===== src/rtl/uart_tx.sv =====
// ============================================================================
// Module      : uart_tx
// Description : Memory-mapped 8N1 UART transmitter with a small transmit
//               FIFO. DATA register (addr[2]=0) accepts bytes to send,
//               STATUS register (addr[2]=1) reports FIFO/frame state and a
//               sticky overflow flag that is cleared by any STATUS write.
// Revision    : 1.0 - initial release
// ============================================================================
`default_nettype none

module uart_tx #(
  parameter int CLKS_PER_BIT = 16,
  parameter int DEPTH        = 4
) (
  input  logic        clk,
  input  logic        reset,
  input  logic        sel,
  input  logic [13:0] addr,
  input  logic        rstrb,
  input  logic        wstrb,
  input  logic [31:0] wdata,
  input  logic [1:0]  wsize,
  output logic [31:0] rdata,
  output logic        tx,
  output logic        busy
);

  // --------------------------------------------------------------------------
  // Constants
  // --------------------------------------------------------------------------
  localparam int c_PTR_W  = $clog2(DEPTH);
  localparam int c_CNT_W  = $clog2(DEPTH + 1);
  localparam int c_BAUD_W = 16;

  localparam logic [c_CNT_W-1:0]  c_FULL_CNT  = c_CNT_W'(DEPTH);
  localparam logic [c_BAUD_W-1:0] c_BAUD_LOAD = c_BAUD_W'(CLKS_PER_BIT - 1);

  localparam logic [1:0] c_ST_IDLE  = 2'd0;
  localparam logic [1:0] c_ST_START = 2'd1;
  localparam logic [1:0] c_ST_DATA  = 2'd2;
  localparam logic [1:0] c_ST_STOP  = 2'd3;

  // --------------------------------------------------------------------------
  // Registers
  // --------------------------------------------------------------------------
  logic [7:0]          r_mem [DEPTH];
  logic [c_PTR_W-1:0]  r_wptr;
  logic [c_PTR_W-1:0]  r_rptr;
  logic [c_CNT_W-1:0]  r_count;
  logic                r_ovf;

  logic [1:0]          r_state;
  logic [c_BAUD_W-1:0] r_baud;
  logic [2:0]          r_bit_idx;
  logic [7:0]          r_shift;
  logic                r_tx;
  logic [31:0]         r_rdata;

  // --------------------------------------------------------------------------
  // Combinational wires
  // --------------------------------------------------------------------------
  logic        w_full;
  logic        w_empty;
  logic        w_data_wr;
  logic        w_stat_wr;
  logic        w_push;
  logic        w_pop;
  logic        w_ovf_set;
  logic        w_bit_end;
  logic        w_shift_out;
  logic        w_stop_go;
  logic        w_frame_active;
  logic [1:0]  w_state_nxt;
  logic [7:0]  w_head;
  logic [31:0] w_status;
  logic        w_unused_bits;

  // Only addr[2] and the low data byte carry meaning; the rest is decoded away.
  assign w_unused_bits = ^{addr[13:3], addr[1:0], wdata[31:8], wsize};

  assign w_full  = (r_count == c_FULL_CNT);
  assign w_empty = (r_count == '0);
  assign w_head  = r_mem[r_rptr];

  // Bus decode: strobes count only while selected.
  assign w_data_wr = sel && wstrb && !addr[2];
  assign w_stat_wr = sel && wstrb &&  addr[2];

  // A push into a full FIFO is still taken when the head leaves the same cycle.
  assign w_push    = w_data_wr && (!w_full || w_pop);
  assign w_ovf_set = w_data_wr &&   w_full && !w_pop;

  assign w_bit_end = (r_baud == '0);

  assign w_status = {16'h0000, 8'(r_count), 4'h0,
                     r_ovf, w_frame_active, w_empty, w_full};

  // --------------------------------------------------------------------------
  // FSM state register
  // --------------------------------------------------------------------------
  // Reset forces IDLE so an in-flight frame is abandoned on the spot.
  always_ff @(posedge clk) begin
    if (reset) begin
      r_state <= c_ST_IDLE;
    end else begin
      r_state <= w_state_nxt;
    end
  end

  // --------------------------------------------------------------------------
  // FSM next-state logic
  // --------------------------------------------------------------------------
  // Each non-idle state lasts until the baud counter has run down to zero.
  always_comb begin
    w_state_nxt = r_state;
    case (r_state)
      c_ST_IDLE:  if (!w_empty)                        w_state_nxt = c_ST_START;
      c_ST_START: if (w_bit_end)                       w_state_nxt = c_ST_DATA;
      c_ST_DATA:  if (w_bit_end && r_bit_idx == 3'd7)  w_state_nxt = c_ST_STOP;
      c_ST_STOP:  if (w_bit_end)                       w_state_nxt = c_ST_IDLE;
      default:                                         w_state_nxt = c_ST_IDLE;
    endcase
  end

  // --------------------------------------------------------------------------
  // FSM output logic
  // --------------------------------------------------------------------------
  // Datapath controls: pop a byte, emit the next data bit, or enter the stop bit.
  always_comb begin
    w_pop          = 1'b0;
    w_shift_out    = 1'b0;
    w_stop_go      = 1'b0;
    w_frame_active = 1'b1;
    case (r_state)
      c_ST_IDLE: begin
        w_frame_active = 1'b0;
        // Uses the registered count, so a byte pushed this cycle waits one edge.
        w_pop          = !w_empty;
      end
      c_ST_START: begin
        w_shift_out = w_bit_end;
      end
      c_ST_DATA: begin
        w_shift_out = w_bit_end && (r_bit_idx != 3'd7);
        w_stop_go   = w_bit_end && (r_bit_idx == 3'd7);
      end
      c_ST_STOP: begin
        w_shift_out = 1'b0;
      end
      default: begin
        w_frame_active = 1'b0;
      end
    endcase
  end

  // --------------------------------------------------------------------------
  // Serial datapath: baud counter, shifter, bit index and registered tx
  // --------------------------------------------------------------------------
  // tx is always a flop output; the bit index wraps 7->0 on the last data bit.
  always_ff @(posedge clk) begin
    if (reset) begin
      r_tx      <= 1'b1;
      r_baud    <= '0;
      r_bit_idx <= 3'd0;
      r_shift   <= 8'h00;
    end else if (w_pop) begin
      r_shift   <= w_head;
      r_tx      <= 1'b0;
      r_baud    <= c_BAUD_LOAD;
    end else if (w_shift_out) begin
      r_tx      <= r_shift[0];
      r_shift   <= {1'b0, r_shift[7:1]};
      r_baud    <= c_BAUD_LOAD;
      if (r_state == c_ST_DATA) begin
        r_bit_idx <= r_bit_idx + 3'd1;
      end
    end else if (w_stop_go) begin
      r_tx      <= 1'b1;
      r_baud    <= c_BAUD_LOAD;
      r_bit_idx <= r_bit_idx + 3'd1;
    end else if (w_frame_active && !w_bit_end) begin
      r_baud    <= r_baud - c_BAUD_W'(1);
    end
  end

  // --------------------------------------------------------------------------
  // Transmit FIFO storage
  // --------------------------------------------------------------------------
  // Storage needs no reset; validity is tracked by the pointers and count.
  always_ff @(posedge clk) begin
    if (!reset && w_push) begin
      r_mem[r_wptr] <= wdata[7:0];
    end
  end

  // --------------------------------------------------------------------------
  // Transmit FIFO pointers, count and sticky overflow
  // --------------------------------------------------------------------------
  // Pointers wrap naturally because DEPTH is a power of two.
  always_ff @(posedge clk) begin
    if (reset) begin
      r_wptr  <= '0;
      r_rptr  <= '0;
      r_count <= '0;
      r_ovf   <= 1'b0;
    end else begin
      if (w_push) begin
        r_wptr <= r_wptr + c_PTR_W'(1);
      end
      if (w_pop) begin
        r_rptr <= r_rptr + c_PTR_W'(1);
      end
      case ({w_push, w_pop})
        2'b10:   r_count <= r_count + c_CNT_W'(1);
        2'b01:   r_count <= r_count - c_CNT_W'(1);
        default: r_count <= r_count;
      endcase
      if (w_ovf_set) begin
        r_ovf <= 1'b1;
      end else if (w_stat_wr) begin
        r_ovf <= 1'b0;
      end
    end
  end

  // --------------------------------------------------------------------------
  // Registered read data
  // --------------------------------------------------------------------------
  // One-cycle read latency like a synchronous RAM; held between reads.
  always_ff @(posedge clk) begin
    if (reset) begin
      r_rdata <= 32'h0000_0000;
    end else if (sel && rstrb) begin
      r_rdata <= addr[2] ? w_status : 32'h0000_0000;
    end
  end

  assign rdata = r_rdata;
  assign tx    = r_tx;
  assign busy  = w_frame_active || !w_empty;

endmodule

`default_nettype wire


===== config.mk =====
export PLATFORM = sky130hd
export DESIGN_NAME = uart_tx
export DESIGN_NICKNAME = d
export VERILOG_FILES = /design/src/rtl/uart_tx.sv
export SDC_FILE = /design/constraint.sdc
export NUM_CORES = 1
export LEC_CHECK = 0
export CORE_AREA = 2 2 117 119
export CTS_BUF_LIST = sky130_fd_sc_hd__clkbuf_2
export CTS_CLUSTER_DIAMETER = 30
export CTS_CLUSTER_SIZE = 16
export DETAILED_ROUTE_END_ITERATION = 7
export DIE_AREA = 0 0 119 121
export PLACE_DENSITY = 0.64
export SYNTH_ARGS = -nofsm -noshare
export SYNTH_HDL_FRONTEND = slang
export SYNTH_SLANG_ARGS = --single-unit

===== constraint.sdc =====
create_clock -name clk -period 2.65 [get_ports clk]
set_input_delay 0.3975 -clock clk [delete_from_list [all_inputs] [get_ports clk]]
set_output_delay 0.3975 -clock clk [all_outputs]
set_load 0.05 [all_outputs]

* Word-level counts from Yosys, hierarchy flattened
Memory sizes are Yosys's and may differ from the RTL's. A register that Yosys moved wholly into a read port is not among the register bits.
Cells that the tools add are included.
** Operators by class
- Equal/unequal tests :: 13
- Bitwise logic cells :: 1
- Reduce and logical (&&, ||, !) cells :: 31
- Add/subtract/negate cells :: 6
- Mux-type cells :: 29
** Operators with widths (number)
- $logic_not 16->1 :: 1
- $mux 4 :: 4
- $mux 8 :: 2
- $sub 16x1->16 const B :: 1
- $mux 2 :: 6
- $logic_and 1x1->1 :: 11
- $mux 11 :: 1
- $mux 1 :: 10
- $mux 3 :: 3
- $ne 2x2->1 const B :: 4
- $pmux 2 s4 :: 1
- $reduce_bool 2->1 :: 4
- $add 3x1->3 const B :: 2
- $eq 2x2->1 const B :: 3
- $eq 3x3->1 const B :: 2
- $logic_not 1->1 :: 6
- $pmux 3 s2 :: 1
- $add 2x1->2 const B :: 2
- $eq 2x1->1 const B :: 2
- $reduce_and 4->1 :: 1
- $reduce_bool 4->1 :: 1
- $reduce_or 4->1 :: 1
- $logic_not 3->1 :: 1
- $ne 3x3->1 const B :: 1
- 8 further kinds :: 9
** Word-level totals
- Bits in registers :: 70
- Logic and storage cells :: 92
- Output and inout port bits :: 34
- Memories kept :: 1
- Input bits :: 53
- RAM bits :: 32
** Memories
- r_mem :: depth 4, width 8, read ports 1, clocked after memory_dff 1, wr ports 1, RTL line 46 : logic [7:0] r_mem [DEPTH];

* Logic depth before layout (Yosys ltp)
Gate-level depths: netlist (run 1).
- Word-level depth :: 8
- Gate-level depth with buffers :: 11
- Gate-level depth less buffers :: 10

* Worst setup path before layout (run 1)
Ideal clock, no wire load.
- Path type :: register to register
- From :: register r_state[0]
- To :: register r_count[2]
- Slack :: 0.088 ns
- Cell stages (with the launch flop) :: 12
- Buffers on the path :: 1
- Library setup time :: 0.070 ns
- Required time :: 2.580 ns
- Data arrival time :: 2.492 ns
- Period minus slack after synthesis :: 2.562 ns
- Path through :: dfxtp_1 > inv_1 > ha_1 > nor4b_1 > or3_1 > clkbuf_1 > ha_1 > inv_1 > fa_1 > xor2_1 > or3_1 > a21oi_1
** Between the ends
- Cells in the longest elaborated chain, start to end :: 6
- Elaborated cells on any way between the ends :: 8
- Classes of those cells :: eq/ne: 2; mux: 2; reduce/logical: 4
** RTL lines
- start, declared :: RTL line 52 : logic [1:0] r_state;
- start signal, assigned :: RTL line 104 : r_state <= c_ST_IDLE;
- start signal, assigned :: RTL line 106 : r_state <= w_state_nxt;
- $logic_not 2->1 (*) :: RTL line 134 : case (r_state)
- $mux 1 (*) :: RTL line 134
- $logic_or 1x1->1 :: RTL line 90 : assign w_push = w_data_wr && (!w_full || w_pop);
- $logic_and 1x1->1 :: RTL line 90
- $eq 2x1->1 / $eq 2x2->1 (equally long branches) :: RTL line 213 : case ({w_push, w_pop})
- $pmux 3 s2 / $reduce_bool 2->1 (equally long branches)
- end signal, assigned :: RTL line 214 : 2'b10: r_count <= r_count + c_CNT_W'(1);
- end signal, assigned :: RTL line 215 : 2'b01: r_count <= r_count - c_CNT_W'(1);
- end signal, assigned :: RTL line 216 : default: r_count <= r_count;
- end, declared :: RTL line 49 : logic [c_CNT_W-1:0] r_count;
Mark *: on every way between the ends. The rest lies on a longest branch, timed or not.
A chain may end at the register's enable or synchronous reset.

* Worst setup path after layout (run 1)
Ends and elaborated chain as after synthesis.

==> summary.txt, run 1 <==
clock transition at the registers of the reported paths = 0.25 ns
Starting DRT DRC Count = 85
Post-synth EDFFs = 32
crit path DAT = 2.91 ns
hold path cells = 1
GP Congestion = 0.7294
CP max stage delay = 0.42 ns
post-route design area = 0.004298 mm²
layout cells sized above 1 = 17.96%
async set or reset register ratio after synthesis = 0%
status = completed
Synth Area in XOR/XNOR = 4.342%
P&R area growth vs syn = 12.14%
Critical Path RT = 3.14 ns
Clock Skew = 0.02784 ns
Final WS setup = 0.2268 ns
Post-CTS Setup Repair Bufs = 0
actual slew at the worst max-slew pin = 0.5279 ns
TritonRoute pass-1 iters = 4
DP HPWL = 4630 µm
reg2reg start = r_state[0]
highest clock rate = 0.4127 GHz
per-cell routed wire length = 11.97 µm
R2R depth = 10
unrepaired setup endpoints after global routing = false
register bit total from synthesis = 79
adder-cell share of the synthesized area = 5.093%
htree depth = 3
placed cell area = 0.004188 mm²
Worst Path Max Fanout = 4
CTS tree = yes
setup TNS = 0 ns
Top Ports = 87
hold_sp = wdata[4]
fin cells = 538
clock sinks = 79
routed wire length = 6441 µm
Placeable Area = 0.01309 mm²
PwrDens = 1122 mW/mm²
first-pass GRT wire length = 11,020 µm
all-layer global routing usage = 9.682%
max-slew violation count = 0
Hold-fix buffers, CTS = 0
nature of the critical path startpoint = flop
largest net degree at the start of global routing = 21
compound-gate portion of the synthesized area = 6.170%
critical path, cell by cell = inv_1 > ha_1 > nor4b_2 > or3_1 > ha_1 > inv_1 > fa_1 > xor2_1 > or3_1 > a21oi_1
clk buf depth = 2
peak supply drop = 0.0004002 V
HP Class = input pin to flop
TritonCTS Buffers = 9
overall die height = 121 µm
leak pwr = 1.503 nW
FF-to-FF End = r_count[2]
largest family of logic cells by synthesized area = simple AND/OR/NAND/NOR gates
starting density of the core = 29.29%
area of the die = 0.01440 mm²
total power = 4.823 mW
Die Width = 119 µm
drt drc = 0
Post-Syn Area = 0.003832 mm²
endpoints failing setup = 0
CTS Root Cell = clkbuf_2
final hold vios = 0
Nets = 425
row count = 42
Max-Cap Viols = 0
Seq/Total Area, Yosys = 49.62%
Routed Antenna Nets = 0
vias in the first global route = 2,330
routed vias/inst = 4.452
cell count after synthesis = 326
Layout Utilization = 32.85%
R2R Setup Slk = 0.23 ns
Netlist cell types = 53
Synth Area in Simple Gates = 19.33%
CP bufs+invs = 2
number of antenna violations at the first check in global routing = 0
min cycle time layout = 2.423 ns
Via Count = 2,395
placed insts = 522
most common flop cell mapped by yosys = dfxtp_1
YS warnings = 0
CP top delay family = adder cells
gr ovfl total = 0
fin crit share = 91.44%
post-synthesis mux area share = 7.574%
critical path capture point type = flop
# port buffers = 22
CP max stage cell = dfxtp_2
Syn Area/Cell = 11.76 µm²
WHS = 0.4510 ns
Place WS = 0.1728 ns
endpoint with the worst hold slack = r_mem[2][4]
Inserted Diodes = 0
Setup CP Type = flop to flop
slew margin rel. = 64.76%
Clock Latency Late Sink = 0.55 ns
==> logic make-up after synthesis <==
logic type      Yosys count
compound gates           36
xor+xnor                 19
fa+ha+maj                15
buf+inv                  47
flops                    79
mux                      19
other cells               1
simple gates            110
==> area by class of cell <==
cell class	count	area [µm²]
Fill cell	1338	8787
Sequential cell	79	1903
Multi-Input combinational cell	224	1729
Timing Repair Buffer	33	297.8
Tap cell	176	220.2
Clock inverter	7	62.56
Clock buffer	9	45.04
Inverter	10	40.04
==> synth_stat cells (3+ instances only) <==
cell type	instances	share of area (%)
xor2_1	13	3.0
xnor2_1	6	1.4
nand2b_1	4	0.65
mux4_2	8	4.7
clkbuf_1	8	0.78
edfxtp_1	32	25
a21oi_1	15	2.0
nor2_4	10	2.9
or3_1	5	0.82
inv_1	9	0.88
mux2i_1	11	2.9
buf_4	25	4.9
nor2_1	26	2.5
nor3_1	8	1.0
ha_1	14	4.6
and2_1	6	0.98
dfxtp_1	47	25
o21ai_0	3	0.39
a211oi_1	7	1.4
nand2_1	16	1.6
nand3_1	13	1.7
nor4_4	3	1.7
==> power breakdown <==
group | total, mW | leakage, nW | internal [mW] | switching [mW]
combinational | 2.44 | 0.761 | 0.950 | 1.49
clock | 0.623 | 0.0711 | 0.149 | 0.475
sequential | 1.76 | 0.672 | 1.50 | 0.267
total | 4.82 | 1.50 | 2.59 | 2.23
==> what timing repair did <==
item | CTS | global route
gates resized for setup | 1 | 4
endpoints found under the setup margin | 1 | 2
endpoints found under the hold margin | 0 | 0
==> how the worst max path moves through the flow <==
stage | slack, ns | start | depth (start not counted) | to
floorplan | 0.09 | r_state[0] | 11 | r_count[2]
global placement | 0.15 | r_state[0] | 10 | r_count[2]
detailed placement | 0.17 | r_state[0] | 10 | r_count[2]
CTS | 0.03 | r_state[0] | 5 | busy
global route | 0.05 | r_state[1] | 10 | r_count[2]
finish | 0.23 | r_state[0] | 10 | r_count[2]
==> metal layers <==
layer	track usage, %	wire, µm	up-vias
met5	0	0	-
met4	4.241	144	0
met3	2.679	185	13
met2	16.63	3204	44
met1	11.32	2906	1160
li1	-	-	1178
==> state kept, by name, summed over array words and instances, names as in the netlist, named ones only <==
signal     count
r_bit_idx      3
tx             1
r_shift        8
r_baud        16
r_ovf          1
r_state        2
r_mem         32
r_count        3
r_rptr         2
r_wptr         2
rdata          7
==> cells in the final DEF (no fill, tap or decap), types with 13 or more instances in the layout <==
cell type / instances
edfxtp_1: 32
xor2_1: 13
nor2_1: 26
a21oi_1: 15
conb_1: 25
nand3_1: 13
ha_1: 14
dfxtp_1: 46
clkdlybuf4s50_1: 21
nand2_1: 16
No activity file was read; power rests on OpenSTA's default activity.
==> inputs of run 2 (changes only) <==
--- a/config.mk
+++ b/config.mk
@@ -5,6 +5,7 @@
 export SDC_FILE = /design/constraint.sdc
 export NUM_CORES = 1
 export LEC_CHECK = 0
+export CAP_MARGIN = 10
 export CORE_AREA = 2 2 117 119
 export CTS_BUF_LIST = sky130_fd_sc_hd__clkbuf_2
 export CTS_CLUSTER_DIAMETER = 30
==> results of run 2 <==
Final layout, timing and power as in run 1 (identical DEF).
